[config.mk]
export PLATFORM = sky130hd
export DESIGN_NAME = wb_bus_arbiter_decoder
export DESIGN_NICKNAME = d
export VERILOG_FILES = /design/src/rtl/wb_bus_arbiter_decoder.sv
export SDC_FILE = /design/constraint.sdc
export NUM_CORES = 1
export LEC_CHECK = 0
export CORE_AREA = 3 3 178 180
export DETAILED_ROUTE_END_ITERATION = 8
export DIE_AREA = 0 0 181 183
export SYNTH_ARGS = -nofsm -noshare
export SYNTH_HDL_FRONTEND = slang
export SYNTH_SLANG_ARGS = --single-unit
[constraint.sdc]
create_clock -name clk -period 4.21 [get_ports clk]
set_clock_uncertainty 0.15 [all_clocks]
set_input_delay 0.6315 -clock clk [delete_from_list [all_inputs] [get_ports clk]]
set_output_delay 0.6315 -clock clk [all_outputs]
set_load 0.02 [all_outputs]
[src/rtl/wb_bus_arbiter_decoder.sv]
// wb_bus_arbiter_decoder: single-master, N-slave Wishbone interconnect with address decode, bus error and timeout
module wb_bus_arbiter_decoder #(
  parameter int N_SLAVES = 8,
  parameter int AW       = 32,
  parameter int DW       = 32,
  parameter int DEC_W    = 4,
  parameter int TIMEOUT  = 255
) (
  input  logic                   clk,
  input  logic                   rst,
  input  logic                   m_cyc_i,
  input  logic                   m_stb_i,
  input  logic                   m_we_i,
  input  logic [AW-1:0]          m_addr_i,
  input  logic [DW-1:0]          m_data_i,
  input  logic [DW/8-1:0]        m_sel_i,
  output logic [DW-1:0]          m_data_o,
  output logic                   m_ack_o,
  output logic                   m_err_o,
  output logic [N_SLAVES-1:0]    s_cyc_o,
  output logic [N_SLAVES-1:0]    s_stb_o,
  output logic                   s_we_o,
  output logic [AW-1:0]          s_addr_o,
  output logic [DW-1:0]          s_data_o,
  output logic [DW/8-1:0]        s_sel_o,
  input  logic [N_SLAVES*DW-1:0] s_data_i,
  input  logic [N_SLAVES-1:0]    s_ack_i,
  output logic                   busy_o
);
  typedef enum logic [1:0] {IDLE, WAIT, RESP} state_t;
  localparam int CW = $clog2(TIMEOUT + 1);
  localparam logic [DEC_W:0] NS = (DEC_W + 1)'(N_SLAVES);
  state_t state_q, state_d;
  logic [N_SLAVES-1:0] stb_q, stb_d;
  logic we_q, we_d, ack_q, ack_d, err_q, err_d, hit;
  logic [AW-1:0] addr_q, addr_d;
  logic [DW-1:0] data_q, data_d, rdata_q, rdata_d, rdata_sel;
  logic [DW/8-1:0] sel_q, sel_d;
  logic [CW-1:0] cnt_q, cnt_d;
  logic [DEC_W-1:0] dec;
  assign dec = m_addr_i[AW-1 -: DEC_W];
  // The one-hot strobe doubles as the slave selector for ack and read data
  assign hit = |(s_ack_i & stb_q);
  always_comb begin
    rdata_sel = '0;
    for (int k = 0; k < N_SLAVES; k++) rdata_sel = rdata_sel | (stb_q[k] ? s_data_i[k*DW +: DW] : '0);
  end
  always_comb begin
    state_d = state_q;
    stb_d   = stb_q;
    we_d    = we_q;
    addr_d  = addr_q;
    data_d  = data_q;
    sel_d   = sel_q;
    rdata_d = rdata_q;
    cnt_d   = cnt_q;
    ack_d   = 1'b0;
    err_d   = 1'b0;
    if (state_q == IDLE) begin
      if (m_cyc_i && m_stb_i) begin
        we_d   = m_we_i;
        addr_d = m_addr_i;
        data_d = m_data_i;
        sel_d  = m_sel_i;
        cnt_d  = '0;
        if ({1'b0, dec} < NS) begin
          state_d = WAIT;
          stb_d   = N_SLAVES'(1) << dec;
        end else begin
          state_d = RESP;
          err_d   = 1'b1;
          rdata_d = '0;
        end
      end
    end else if (state_q == WAIT) begin
      cnt_d = cnt_q + 1'b1;
      if (!m_cyc_i) begin
        state_d = IDLE;
        stb_d   = '0;
      end else if (hit) begin
        state_d = RESP;
        stb_d   = '0;
        ack_d   = 1'b1;
        rdata_d = rdata_sel;
      end else if (cnt_q == CW'(TIMEOUT - 1)) begin
        state_d = RESP;
        stb_d   = '0;
        err_d   = 1'b1;
        rdata_d = '0;
      end
    end else begin
      state_d = IDLE;
    end
  end
  always_ff @(posedge clk) begin
    if (rst) begin
      state_q <= IDLE;
      stb_q   <= '0;
      we_q    <= 1'b0;
      addr_q  <= '0;
      data_q  <= '0;
      sel_q   <= '0;
      rdata_q <= '0;
      cnt_q   <= '0;
      ack_q   <= 1'b0;
      err_q   <= 1'b0;
    end else begin
      state_q <= state_d;
      stb_q   <= stb_d;
      we_q    <= we_d;
      addr_q  <= addr_d;
      data_q  <= data_d;
      sel_q   <= sel_d;
      rdata_q <= rdata_d;
      cnt_q   <= cnt_d;
      ack_q   <= ack_d;
      err_q   <= err_d;
    end
  end
  assign m_data_o = rdata_q;
  assign m_ack_o  = ack_q;
  assign m_err_o  = err_q;
  assign s_cyc_o  = stb_q;
  assign s_stb_o  = stb_q;
  assign s_we_o   = we_q;
  assign s_addr_o = addr_q;
  assign s_data_o = data_q;
  assign s_sel_o  = sel_q;
  assign busy_o   = state_q != IDLE;
endmodule
; ---- After elaboration in Yosys (flattened, before gate mapping)
; Index checks and enable logic that the tools add are counted.
[totals]
ff_bits = 121
inputBits = 337
output_inout_bits = 120
wordCells = 83
[op_classes]
addsub = 1
magnitude_cmp = 1
eq_ne = 7
n_shift = 1
muxes = 40
bitwise_logic = 10
n_reduce_logical = 13
[op_table]
columns = operator, count
row1 = 32-bit two-way mux, 15
row2 = 32-bit OR, 7
row3 = 8-bit two-way mux, 10
row4 = 2-bit two-way mux, 7
row5 = 8-bit by 1-bit adder with 8-bit output (second input constant), 1
row6 = 8-bit bitwise AND, 1
row7 = 8-bit equality test (second input constant), 1
row8 = 1-bit two-way mux, 8
row9 = 8-bit OR reduction, 1
row10 = 1-bit by 4-bit left shift with 8-bit output (first input constant), 1
row11 = 2-bit AND reduction, 3
row12 = 2-bit nonzero test, 3
row13 = 5-bit by 4-bit inequality test with 1-bit output (second input constant), 1
row14 = 5-bit AND reduction, 1
row15 = 4-bit less-than comparator (second input constant), 1
row16 = 2-bit by 1-bit inequality test with 1-bit output (second input constant), 2
row17 = 4-bit by 1-bit inequality test with 1-bit output (second input constant), 1
row18 = 4-bit AND reduction, 1
row19 = 4-bit OR reduction, 1
row20 = 3-bit nonzero test, 1
row21 = 2-bit by 1-bit equality test with 1-bit output (second input constant), 1
row22 = 2-bit zero test, 1
row23 = 2-bit inequality test (second input constant), 1
row24 = 1-bit NOT, 2
row25 = 1-bit logical AND, 1

; ---- Logic depth before layout (Yosys ltp)
; Gate-level depths: netlist of run 1.
[logic_depth]
ltp_word = 12
mapped_depth = 8
mapped_depth_nobuf = 6

; ---- Worst setup path after synthesis of run 1
; OpenSTA, ideal clock, no wires.
[synth_path]
path_type = input to register
start = input port s_ack_i[2]
end = register rdata_q[0], in the netlist m_data_o[0]
setup_ns = 0.072
t_arrival_ns = 1.751
required_time_ns = 3.988
setup_slack_ns = 2.238
cell_stages = 5
path_buffers = 1
path_cell_list = a22oi_4 -> nand4_4 -> o31ai_4 -> buf_6 -> mux2i_1
[synth_between]
elab_chain_len = 6
elab_cells_between_ends = 8
classes_between = mux: 4 / bitwise: 1 / reduce/logical: 3
[synth_lines]
columns = element, line_no
row1 = start: declaration, 27  ; input logic [N_SLAVES-1:0] s_ack_i,
row2 = 8-bit bitwise AND (*), 43  ; assign hit = |(s_ack_i & stb_q);
row3 = 8-bit OR reduction (*), 43
row4 = 32-bit two-way mux, 80  ; end else if (hit) begin
row5 = 32-bit two-way mux, 77  ; if (!m_cyc_i) begin
row6 = 32-bit two-way mux, 75  ; end else if (state_q == WAIT) begin
row7 = 32-bit two-way mux, 59  ; if (state_q == IDLE) begin
row8 = end signal: assignment, 114  ; rdata_q <= rdata_d;
row9 = end: declaration, 37  ; logic [DW-1:0] data_q, data_d, rdata_q, rdata_d, rdata_sel;
; Mark *: on every way between the ends. The rest lies on a longest branch, timed or not. The select of a mux whose other input is x is not followed.
; A chain may end at the register's enable or synchronous reset.

; ---- Worst setup path in the final report of run 1
[layout_path]
start = register stb_q[7], in the netlist s_cyc_o[7]
end = output port s_cyc_o[7]
[layout_rtl]
columns = element, line_no
row1 = start: declaration, 34  ; logic [N_SLAVES-1:0] stb_q, stb_d;
row2 = start signal: assignment, 109  ; stb_q <= stb_d;
row3 = end: declaration, 20  ; output logic [N_SLAVES-1:0] s_cyc_o,
; No word-level cell between the ends.

==> results.sh, run 1 <==
export IMPL_syn_avg_cell_area_um2=8.107
export IMPL_number_of_buffers_added_for_setup_after_cts=0
export IMPL_top_usage_layer="met2"
export IMPL_gr_usage_met3_pct=6.208
export IMPL_route_final_wire_length_um=32780
export IMPL_layout_area_overhead_vs_synth_pct=88.44
export IMPL_average_wire_per_standard_cell_um=20.82
export IMPL_synth_yosys_warnings=0
export IMPL_synth_ff_latch_count=121
export IMPL_die_width_um=181
export IMPL_post_route_utilization_pct=38.11
export IMPL_groute_usage_overall_pct=18.74
export IMPL_cts_tree="done"
export IMPL_power_leakage_nw=4.072
export IMPL_cts_max_level=4
export IMPL_die_area_mm2=0.03312
export IMPL_hp_class="reg -> reg"
export IMPL_fraction_of_registers_with_async_set_reset_pct=0
export IMPL_actual_slew_at_the_worst_max_slew_pin_ns=1.103
export IMPL_postRouteAntennaNets=0
export IMPL_worstPathArrival_ns=2.22
export IMPL_power_density_mw_per_mm2=289.2
export IMPL_r2r_end="m_data_o[30]"
export IMPL_first_global_vias=7533
export IMPL_slew_limit_headroom_pct=26.22
export IMPL_slew_violations=0
export IMPL_drt_initial_drc_count=591
export IMPL_cell_count_after_synthesis=757
export IMPL_timing_hold_worst_path_depth=2
export IMPL_predominant_post_synthesis_flop_cell="sky130_fd_sc_hd__dfxtp_1"
export IMPL_timing_critical_path_cells="clkdlybuf4s50_1"
export IMPL_finalSetupViolCount=0
export IMPL_aggregate_negative_setup_slack_ns=0
export IMPL_worst_setup_path_start_kind="register"
export IMPL_setup_repair_after_global_routing_missed_its_margin="false"
export IMPL_gr_usage_met1_pct=22.79
export IMPL_grtUsageMet2_pct=32.06
export IMPL_total_of_fill_cells_in_the_finished_design=3094
export IMPL_cts_buffers_inserted=17
export IMPL_insertedDiodeCount=0
export IMPL_cp_slowest_stage_delay_ns=0.99
export IMPL_die_y_um=183
export IMPL_first_pass_iters=7
export IMPL_cts_resized=0
export IMPL_worst_path_dominant_cell_family="flip-flops"
export IMPL_final_design_area_no_fill_mm2=0.01156
export IMPL_clock_latency_late_sink_ns=0.41
export IMPL_worstPathRequired_ns=3.43
export IMPL_grt_start_max_net_pins=70
export IMPL_upper_clock_frequency_limit_mhz=333.6
export IMPL_clockBufferDepth=2
export IMPL_initial_core_util_pct=20.22
export IMPL_ff2ff_path_depth=4
export IMPL_tritoncts_num_sinks=121
export IMPL_num_vias=7574
export IMPL_drc_errors=0
export IMPL_dp_hpwl_um=24790
export IMPL_cts_reportedPaths_clkPinSlew_ns=0.06
export IMPL_final_common_cell="sky130_fd_sc_hd__clkdlybuf4s50_1"
export IMPL_grt_antenna_before_repair=6
export IMPL_syn_num_nets=1096
export IMPL_critPathBufInv=1
export IMPL_slowest_stage="sky130_fd_sc_hd__dfxtp_2"
export IMPL_drv_cap=0
export IMPL_core_rowCount=64
export IMPL_hold_path_startpoint="s_addr_o[29]"
export IMPL_total_of_buffers_placed_on_input_and_output_ports=456
export IMPL_post_synth_instance_area_mm2=0.006137
export IMPL_post_cts_hold_buffer_count=0
export IMPL_synth_seq_area_share_pct=39.47
export IMPL_via_per_inst=4.812
export IMPL_post_route_period_util_pct=71.21
export IMPL_unique_cell_type_count_in_the_yosys_netlist=40
export IMPL_rrSetupSlack_ns=1.60
export IMPL_highest_count_cells_in_the_layout_ignoring_fill_and_taps="sky130_fd_sc_hd__clkdlybuf4s50_1 (455), sky130_fd_sc_hd__nand2_1 (146), sky130_fd_sc_hd__a22oi_1 (128), sky130_fd_sc_hd__dfxtp_1 (113), sky130_fd_sc_hd__a21oi_1 (78)"
export IMPL_clock_tree_root_cell="sky130_fd_sc_hd__clkbuf_16"
export IMPL_layout_drive_gt1_share_pct=5.263
export IMPL_core_area_mm2=0.03035
export IMPL_min_to="s_addr_o[29]"
export IMPL_final_min_clock_period_ns=2.998
export IMPL_grt_pass1_wl_um=47350
export IMPL_result_of_the_run="complete, no violations"
export IMPL_irDropWorstVdd_mv=0.2588
export IMPL_ioPinCount=457
export IMPL_timing_critical_path_from="s_cyc_o[7]"
export IMPL_nets=1504
export IMPL_finalWeightedCongestion=0.8278
export IMPL_synth_edff_count=0
export IMPL_gr_total_overflow=0
export IMPL_criticalPathCategory="reg -> out"
export IMPL_hold_viol_final=0
export IMPL_critical_path_peak_fanout=36
export IMPL_postPlaceCellArea_mm2=0.01095
export IMPL_reg2reg_from="s_cyc_o[7]"
export IMPL_end_kind="primary output"
## layer usage
layer  part of all wire (%)  vias to the layer above
li1                       -                     3571
met1                     40                     3617
met2                     50                      325
met3                    7.7                       49
met4                    1.8                       12
met5                   0.23                        -
## cell families after synthesis
logic type                 after synthesis  share of synthesized area, %
AOI/OAI and AO/OA                      232                         26.10
adders and majority gates                2                        0.4077
buffers and inverters                   90                         6.830
DFF                                    121                         39.47
muxes                                   32                         5.219
and+or+nand+nor                        280                         21.98
## per-stage QoR
stage / std cells / hold slack, ns / power [mW] / setup slack [ns]
6_report: 1574 / 0.3030 / 3.345 / 1.212
5_1_grt: 1574 / 0.3233 / 3.490 / 1.125
4_1_cts: 1574 / 0.3039 / 3.392 / 1.188
3_5_place_dp: 1542 / 0.2961 / 1.850 / 1.235
3_3_place_gp: 1542 / 0.2916 / 1.848 / 1.289
2_1_floorplan: 757 / 0.3137 / 1.407 / 2.238
## where the power goes
| part | switching (mW) | total (mW) | internal (mW) |
|---|---|---|---|
| logic | 0.236 | 0.620 | 0.384 |
| registers | 0.0246 | 1.20 | 1.18 |
| clock network | 0.567 | 1.52 | 0.954 |
| total | 0.827 | 3.34 | 2.52 |
## worst max path at each step
stage | cells after the start | slack (ns) | to
after CTS | 1 | 1.19 | s_cyc_o[7]
after detailed placement | 6 | 1.24 | s_cyc_o[4]
final | 1 | 1.21 | s_cyc_o[7]
after floorplan | 5 | 2.24 | m_data_o[0]
after global placement | 6 | 1.29 | s_cyc_o[2]
after global routing | 1 | 1.13 | s_cyc_o[7]
## synth_stat cells (2+ instances only)
master | instances | area, um2
sky130_fd_sc_hd__a21oi_1 | 78 | 390.4
sky130_fd_sc_hd__a22oi_1 | 128 | 960.9
sky130_fd_sc_hd__a22oi_4 | 4 | 85.08
sky130_fd_sc_hd__a41oi_1 | 2 | 17.52
sky130_fd_sc_hd__buf_1 | 6 | 22.52
sky130_fd_sc_hd__buf_2 | 17 | 85.08
sky130_fd_sc_hd__buf_4 | 10 | 75.07
sky130_fd_sc_hd__buf_6 | 3 | 33.78
sky130_fd_sc_hd__clkbuf_1 | 43 | 161.4
sky130_fd_sc_hd__dfxtp_1 | 121 | 2422
sky130_fd_sc_hd__ha_1 | 2 | 25.02
sky130_fd_sc_hd__inv_1 | 11 | 41.29
sky130_fd_sc_hd__mux2i_1 | 32 | 320.3
sky130_fd_sc_hd__nand2_1 | 146 | 548.0
sky130_fd_sc_hd__nand2b_1 | 33 | 206.5
sky130_fd_sc_hd__nand3_1 | 39 | 195.2
sky130_fd_sc_hd__nand3b_1 | 2 | 15.01
sky130_fd_sc_hd__nand4_1 | 33 | 206.5
sky130_fd_sc_hd__nor2_1 | 8 | 30.03
sky130_fd_sc_hd__nor3_1 | 5 | 25.02
sky130_fd_sc_hd__nor3b_1 | 2 | 15.01
sky130_fd_sc_hd__o211ai_1 | 3 | 22.52
sky130_fd_sc_hd__o21ai_0 | 9 | 45.04
sky130_fd_sc_hd__o32a_1 | 2 | 20.02
sky130_fd_sc_hd__or3_1 | 2 | 12.51
sky130_fd_sc_hd__or4_1 | 2 | 15.01
## sequential cells by signal, indices dropped and copies added, names as in the netlist
name / flops
s_cyc_o: 8
s_data_o: 32
m_err_o: 1
s_addr_o: 32
m_ack_o: 1
s_we_o: 1
cnt_q: 8
state_q: 2
s_sel_o: 4
m_data_o: 32
## layout make-up
type | count | area [um2] | share of cell area [%]
Clock buffer | 19 | 442.9 | 3.830
Multi-Input combinational cell | 546 | 3331 | 28.80
Sequential cell | 121 | 2432 | 21.03
Tap cell | 396 | 495.5 | 4.284
Clock inverter | 13 | 170.2 | 1.471
Inverter | 11 | 41.29 | 0.3570
Timing Repair Buffer | 468 | 4652 | 40.23
Note: power is estimated with default switching activity, not from simulation.
==> run 2, diff against run 1 <==
--- a/config.mk
+++ b/config.mk
@@ -5,9 +5,9 @@
 export SDC_FILE = /design/constraint.sdc
 export NUM_CORES = 1
 export LEC_CHECK = 0
-export CORE_AREA = 3 3 178 180
+export CORE_AREA = 3 3 177 179
 export DETAILED_ROUTE_END_ITERATION = 8
-export DIE_AREA = 0 0 181 183
+export DIE_AREA = 0 0 180 182
 export SYNTH_ARGS = -nofsm -noshare
 export SYNTH_HDL_FRONTEND = slang
 export SYNTH_SLANG_ARGS = --single-unit
==> constraint.sdc (replaced) <==
create_clock -name clk -period 3 [get_ports clk]
set_clock_uncertainty 0.15 [all_clocks]
set_input_delay 0.45 -clock clk [delete_from_list [all_inputs] [get_ports clk]]
set_output_delay 0.45 -clock clk [all_outputs]
set_load 0.02 [all_outputs]
==> run 2 against run 1 <==
Net effect: first-iteration DRC count down 10%; core utilization increased by 1.2 points; combinational power is 42% higher; largest power group unchanged.
==> results.sh, run 2 (synthesis results as in run 1) <==
export IMPL_layout_area_overhead_vs_synth_pct=90.52
export IMPL_groute_usage_overall_pct=19.05
export IMPL_finalSetupViolCount=0
export IMPL_cts_reportedPaths_clkPinSlew_ns=0.06
export IMPL_criticalPathCategory="reg -> out"
export IMPL_die_y_um=182
export IMPL_post_route_period_util_pct=84.49
export IMPL_slew_violations=0
export IMPL_end_kind="primary output"
export IMPL_drv_cap=0
export IMPL_via_per_inst=4.755
export IMPL_ioPinCount=457
export IMPL_num_vias=7489
export IMPL_timing_critical_path_cells="or2_2 -> clkdlybuf4s50_1"
export IMPL_timing_hold_worst_path_depth=2
export IMPL_footprint_of_the_multi_input_gates_mm2=0.003331
export IMPL_cts_buffers_inserted=17
export IMPL_cts_resized=0
export IMPL_first_pass_iters=5
export IMPL_initial_core_util_pct=20.65
export IMPL_aggregate_negative_setup_slack_ns=0
export IMPL_slew_limit_headroom_pct=57.59
export IMPL_die_area_mm2=0.03276
export IMPL_hold_ws_ns=0.3017
export IMPL_power_leakage_nw=4.134
export IMPL_average_wire_per_standard_cell_um=20.91
export IMPL_hold_viol_final=0
export IMPL_critPathBufInv=1
export IMPL_power_density_mw_per_mm2=419.5
export IMPL_die_width_um=180
export IMPL_worstPathRequired_ns=2.40
export IMPL_grt_antenna_before_repair=9
export IMPL_result_of_the_run="complete, no violations"
export IMPL_setup_repair_after_global_routing_missed_its_margin="false"
export IMPL_hp_class="reg -> reg"
export IMPL_cp_slowest_stage_delay_ns=0.67
export IMPL_number_of_buffers_added_for_setup_after_cts=0
export IMPL_dp_hpwl_um=24850
export IMPL_grt_start_max_net_pins=74
export IMPL_r2r_end="m_data_o[31]"
export IMPL_highest_count_cells_in_the_layout_ignoring_fill_and_taps="sky130_fd_sc_hd__clkdlybuf4s50_1 (455), sky130_fd_sc_hd__nand2_1 (146), sky130_fd_sc_hd__a22oi_1 (128), sky130_fd_sc_hd__dfxtp_1 (114), sky130_fd_sc_hd__a21oi_1 (78)"
export IMPL_final_seq_area_mm2=0.002431
export IMPL_gr_total_overflow=0
export IMPL_critical_path_peak_fanout=10
export IMPL_drc_errors=0
export IMPL_irDropWorstVdd_mv=0.3634
export IMPL_actual_slew_at_the_worst_max_slew_pin_ns=0.6362
export IMPL_cts_tree="done"
export IMPL_worst_setup_path_start_kind="register"
export IMPL_post_cts_hold_buffer_count=0
export IMPL_layout_drive_gt1_share_pct=5.664
export IMPL_core_rowCount=63
export IMPL_final_common_cell="sky130_fd_sc_hd__clkdlybuf4s50_1"
export IMPL_cts_max_level=4
export IMPL_clockBufferDepth=2
export IMPL_reg2reg_from="s_cyc_o[2]"
export IMPL_total_of_fill_cells_in_the_finished_design=2965
export IMPL_tritoncts_num_sinks=121
export IMPL_ff2ff_path_depth=5
export IMPL_postRouteAntennaNets=0
export IMPL_grt_pass1_wl_um=47800
export IMPL_nets=1509
export IMPL_worst_path_dominant_cell_family="buffers and inverters"
export IMPL_clock_tree_root_cell="sky130_fd_sc_hd__clkbuf_16"
export IMPL_finalWeightedCongestion=0.8777
export IMPL_first_global_vias=7593
export IMPL_total_of_buffers_placed_on_input_and_output_ports=456
export IMPL_core_area_mm2=0.02972
export IMPL_min_to="s_data_o[1]"
export IMPL_final_min_clock_period_ns=2.535
export IMPL_clock_latency_late_sink_ns=0.40
export IMPL_slowest_stage="sky130_fd_sc_hd__clkdlybuf4s50_1"
export IMPL_hold_path_startpoint="s_data_o[1]"
export IMPL_drt_initial_drc_count=531
export IMPL_rrSetupSlack_ns=0.88
export IMPL_route_final_wire_length_um=32930
export IMPL_upper_clock_frequency_limit_mhz=394.5
export IMPL_worstPathArrival_ns=1.93
==> run 2: changes by cell type in the layout (fill, tap and decap cells not counted), sizes merged <==
cell | previous run | this run
buf | 13 | 18
bufinv | 3 | 5
clkinv | 6 | 4
clkinvlp | 2 | 3
diode | 0 | 2
inv | 13 | 12
==> run 2: worst min-delay path, stage by stage (launching register included) <==
cell and delay, ns:
sky130_fd_sc_hd__dfxtp_1 0.30, sky130_fd_sc_hd__nand2_1 0.05, sky130_fd_sc_hd__a21oi_1 0.05
==> run 2: layer usage <==
| layer | global-route usage, % | vias to the layer above | share of wire (%) |
|---|---|---|---|
| li1 | - | 3587 | - |
| met1 | 23.47 | 3539 | 42 |
| met2 | 32.32 | 299 | 49 |
| met3 | 5.909 | 50 | 7.1 |
| met4 | 5.012 | 14 | 1.9 |
| met5 | 0 | - | 0.31 |
==> run 2: per-stage QoR <==
step | power [mW] | setup WS (ns) | utilization [%] | instances | area (um2)
floorplan | 1.975 | 1.117 | - | 757 | 6137
detailed placement | 2.606 | 0.5283 | 37.08 | 1541 | 11020
global route | 5.106 | 0.3849 | 39.35 | 1575 | 11690
CTS | 4.986 | 0.4558 | 39.33 | 1573 | 11690
finish | 4.905 | 0.4653 | 39.35 | 1575 | 11690
global placement | 2.603 | 0.5669 | 37.08 | 1541 | 11020
==> run 2: worst max path at each step <==
stage	slack (ns)	end	startpoint	cells past startpoint
6_report	0.47	busy_o	state_q[1]	2
2_1_floorplan	1.12	m_data_o[0]	s_cyc_o[2]	6
3_3_place_gp	0.57	m_data_o[25]	s_ack_i[4]	6
4_1_cts	0.46	busy_o	state_q[1]	2
5_1_grt	0.38	busy_o	state_q[1]	2
3_5_place_dp	0.53	m_data_o[26]	s_ack_i[4]	6
==> run 2: power by group <==
group / internal [mW] / total, mW / switching [mW] / leakage (nW)
combinational: 0.546 / 0.883 / 0.336 / 2.83
clock: 1.53 / 2.33 / 0.807 / 0.316
sequential: 1.66 / 1.69 / 0.0316 / 0.986
==> run 2: area by class of cell <==
type | count | share of cell area (%)
diodes | 2 | 0.04280
clock buffers | 19 | 3.874
inverters | 11 | 0.3531
well taps | 390 | 4.173
clock inverters | 13 | 1.851
flip-flops and latches | 121 | 20.79
multi-input cells | 546 | 28.49
repair buffers | 473 | 40.43
==> run 3, diff against run 2 <==
==> constraint.sdc (replaced) <==
create_clock -name clk -period 2.62 [get_ports clk]
set_clock_uncertainty 0.15 [all_clocks]
set_input_delay 0.393 -clock clk [delete_from_list [all_inputs] [get_ports clk]]
set_output_delay 0.393 -clock clk [all_outputs]
set_load 0.02 [all_outputs]
==> run 3 against run 2 <==
Net effect: wire length is essentially flat; clock-buffer cell count is the same; highest routed layer unchanged; critical endpoint unchanged; via count grew 0.39%; cell count grew 0.13%; global-route usage grew 0.18 points.
==> results.sh, run 3 (synthesis results as in run 1) <==
export IMPL_total_of_buffers_placed_on_input_and_output_ports=456
export IMPL_timing_critical_path_from="state_q[1]"
export IMPL_ioPinCount=457
export IMPL_core_area_mm2=0.02972
export IMPL_result_of_the_run="complete, no violations"
export IMPL_nets=1513
export IMPL_core_rowCount=63
export IMPL_tritoncts_num_sinks=121
export IMPL_worst_setup_path_start_kind="register"
export IMPL_slew_limit_headroom_pct=58.36
export IMPL_die_area_mm2=0.03276
export IMPL_grt_pass1_wl_um=48240
export IMPL_critical_path_peak_fanout=10
export IMPL_post_route_period_util_pct=92.98
export IMPL_cts_buffers_inserted=17
export IMPL_dpl_worst_slack_ns=0.1832
export IMPL_irDropWorstVdd_mv=0.4066
export IMPL_slew_violations=0
export IMPL_gr_total_overflow=0
export IMPL_route_final_wire_length_um=32920
export IMPL_power_leakage_nw=4.137
export IMPL_post_cts_hold_buffer_count=0
export IMPL_grt_start_max_net_pins=61
export IMPL_initial_core_util_pct=20.65
export IMPL_finalWeightedCongestion=0.8730
export IMPL_via_per_inst=4.767
export IMPL_highest_count_cells_in_the_layout_ignoring_fill_and_taps="sky130_fd_sc_hd__clkdlybuf4s50_1 (455), sky130_fd_sc_hd__nand2_1 (146), sky130_fd_sc_hd__a22oi_1 (128), sky130_fd_sc_hd__dfxtp_1 (114), sky130_fd_sc_hd__a21oi_1 (78)"
export IMPL_die_width_um=180
export IMPL_first_global_vias=7634
export IMPL_final_min_clock_period_ns=2.436
export IMPL_dp_cells=1545
export IMPL_postRouteAntennaNets=0
export IMPL_drv_cap=0
export IMPL_power_density_mw_per_mm2=454.7
export IMPL_setup_repair_after_global_routing_missed_its_margin="false"
export IMPL_first_pass_iters=5
export IMPL_number_of_buffers_added_for_setup_after_cts=0
export IMPL_aggregate_negative_setup_slack_ns=0
export IMPL_clockBufferDepth=2
export IMPL_reg2reg_from="s_cyc_o[3]"
export IMPL_hold_viol_final=0
export IMPL_insertedDiodeCount=0
export IMPL_post_layout_nonfiller_instances=1577
export IMPL_actual_slew_at_the_worst_max_slew_pin_ns=0.6245
export IMPL_finalSetupViolCount=0
export IMPL_clock_latency_late_sink_ns=0.41
export IMPL_layout_area_overhead_vs_synth_pct=90.34
export IMPL_end_kind="primary output"
export IMPL_num_vias=7518
export IMPL_layout_drive_gt1_share_pct=5.981
export IMPL_dp_hpwl_um=25460
export IMPL_final_common_cell="sky130_fd_sc_hd__clkdlybuf4s50_1"
export IMPL_hp_class="in -> reg"
export IMPL_cts_resized=0
export IMPL_worstPathArrival_ns=1.89
export IMPL_total_of_fill_cells_in_the_finished_design=2987
export IMPL_worstPathRequired_ns=2.08
export IMPL_final_setup_worst_slack_ns=0.1839
export IMPL_criticalPathCategory="reg -> out"
export IMPL_cts_reportedPaths_clkPinSlew_ns=0.06
export IMPL_final_design_area_no_fill_mm2=0.01168
export IMPL_grt_antenna_before_repair=8
export IMPL_groute_usage_overall_pct=19.23
export IMPL_cts_max_level=4
export IMPL_die_y_um=182
export IMPL_clock_tree_root_cell="sky130_fd_sc_hd__clkbuf_16"
export IMPL_upper_clock_frequency_limit_mhz=410.5
export IMPL_drc_errors=0
export IMPL_postPlaceCellArea_mm2=0.01109
export IMPL_average_wire_per_standard_cell_um=20.88
export IMPL_cts_tree="done"
export IMPL_hold_path_startpoint="rst"
export IMPL_drt_initial_drc_count=506
[run 3: cell count changes in the layout (fill, tap and decap cells not counted)]
| cell | previous run | this run |
|---|---|---|
| sky130_fd_sc_hd__buf_12 | 3 | 6 |
| sky130_fd_sc_hd__diode_2 | 2 | 0 |
| sky130_fd_sc_hd__clkinv_2 | 0 | 3 |
| sky130_fd_sc_hd__clkinvlp_4 | 3 | 2 |
| sky130_fd_sc_hd__clkinv_4 | 4 | 3 |
| sky130_fd_sc_hd__bufinv_16 | 5 | 2 |
| sky130_fd_sc_hd__buf_4 | 15 | 16 |
| sky130_fd_sc_hd__inv_6 | 1 | 3 |
[run 3: final timing paths]
kind                  end  cells after the start  slack, ns
max                busy_o                      2       0.18
min            state_q[0]                      2       0.30
max reg2reg  m_data_o[23]                      5       0.54
min reg2reg  s_addr_o[27]                      2       0.30
[run 3: power by group]
group          total [mW]  leakage [nW]  internal, mW  switching [mW]
clock network        2.36         0.290          1.46           0.900
registers            1.93         0.986          1.90          0.0347
logic                1.02          2.86         0.633           0.389
[run 3: final cells by class]
cell class	count	area [um2]	area share, %
Tap cell	390	488.0	4.177
Timing Repair Buffer	477	4795	41.05
Multi-Input combinational cell	546	3331	28.51
Clock buffer	19	452.9	3.877
Sequential cell	121	2431	20.81
Inverter	11	41.29	0.3535
Clock inverter	13	142.6	1.221
[run 3: per-layer routing]
| metal | part of all wire, % | track usage (%) |
|---|---|---|
| met1 | 41 | 23.26 |
| met2 | 49 | 32.60 |
| met3 | 7.6 | 6.751 |
| met4 | 1.9 | 5.012 |
| met5 | 0.35 | 0 |
[run 3: worst max-delay path: stages (launching register included)]
cell	delay, ns
sky130_fd_sc_hd__dfxtp_1	0.51
sky130_fd_sc_hd__or2_2	0.31
sky130_fd_sc_hd__clkdlybuf4s50_1	0.66
[run 3: metrics by stage]
step                      total power [mW]  util, %  hold slack [ns]
after floorplan                      2.261        -           0.3137
after global placement               2.989    37.30           0.2914
after detailed placement             2.995    37.30           0.2955
after CTS                            5.403    39.31           0.2615
after global routing                 5.565    39.31           0.2866
final                                5.312    39.31           0.2973
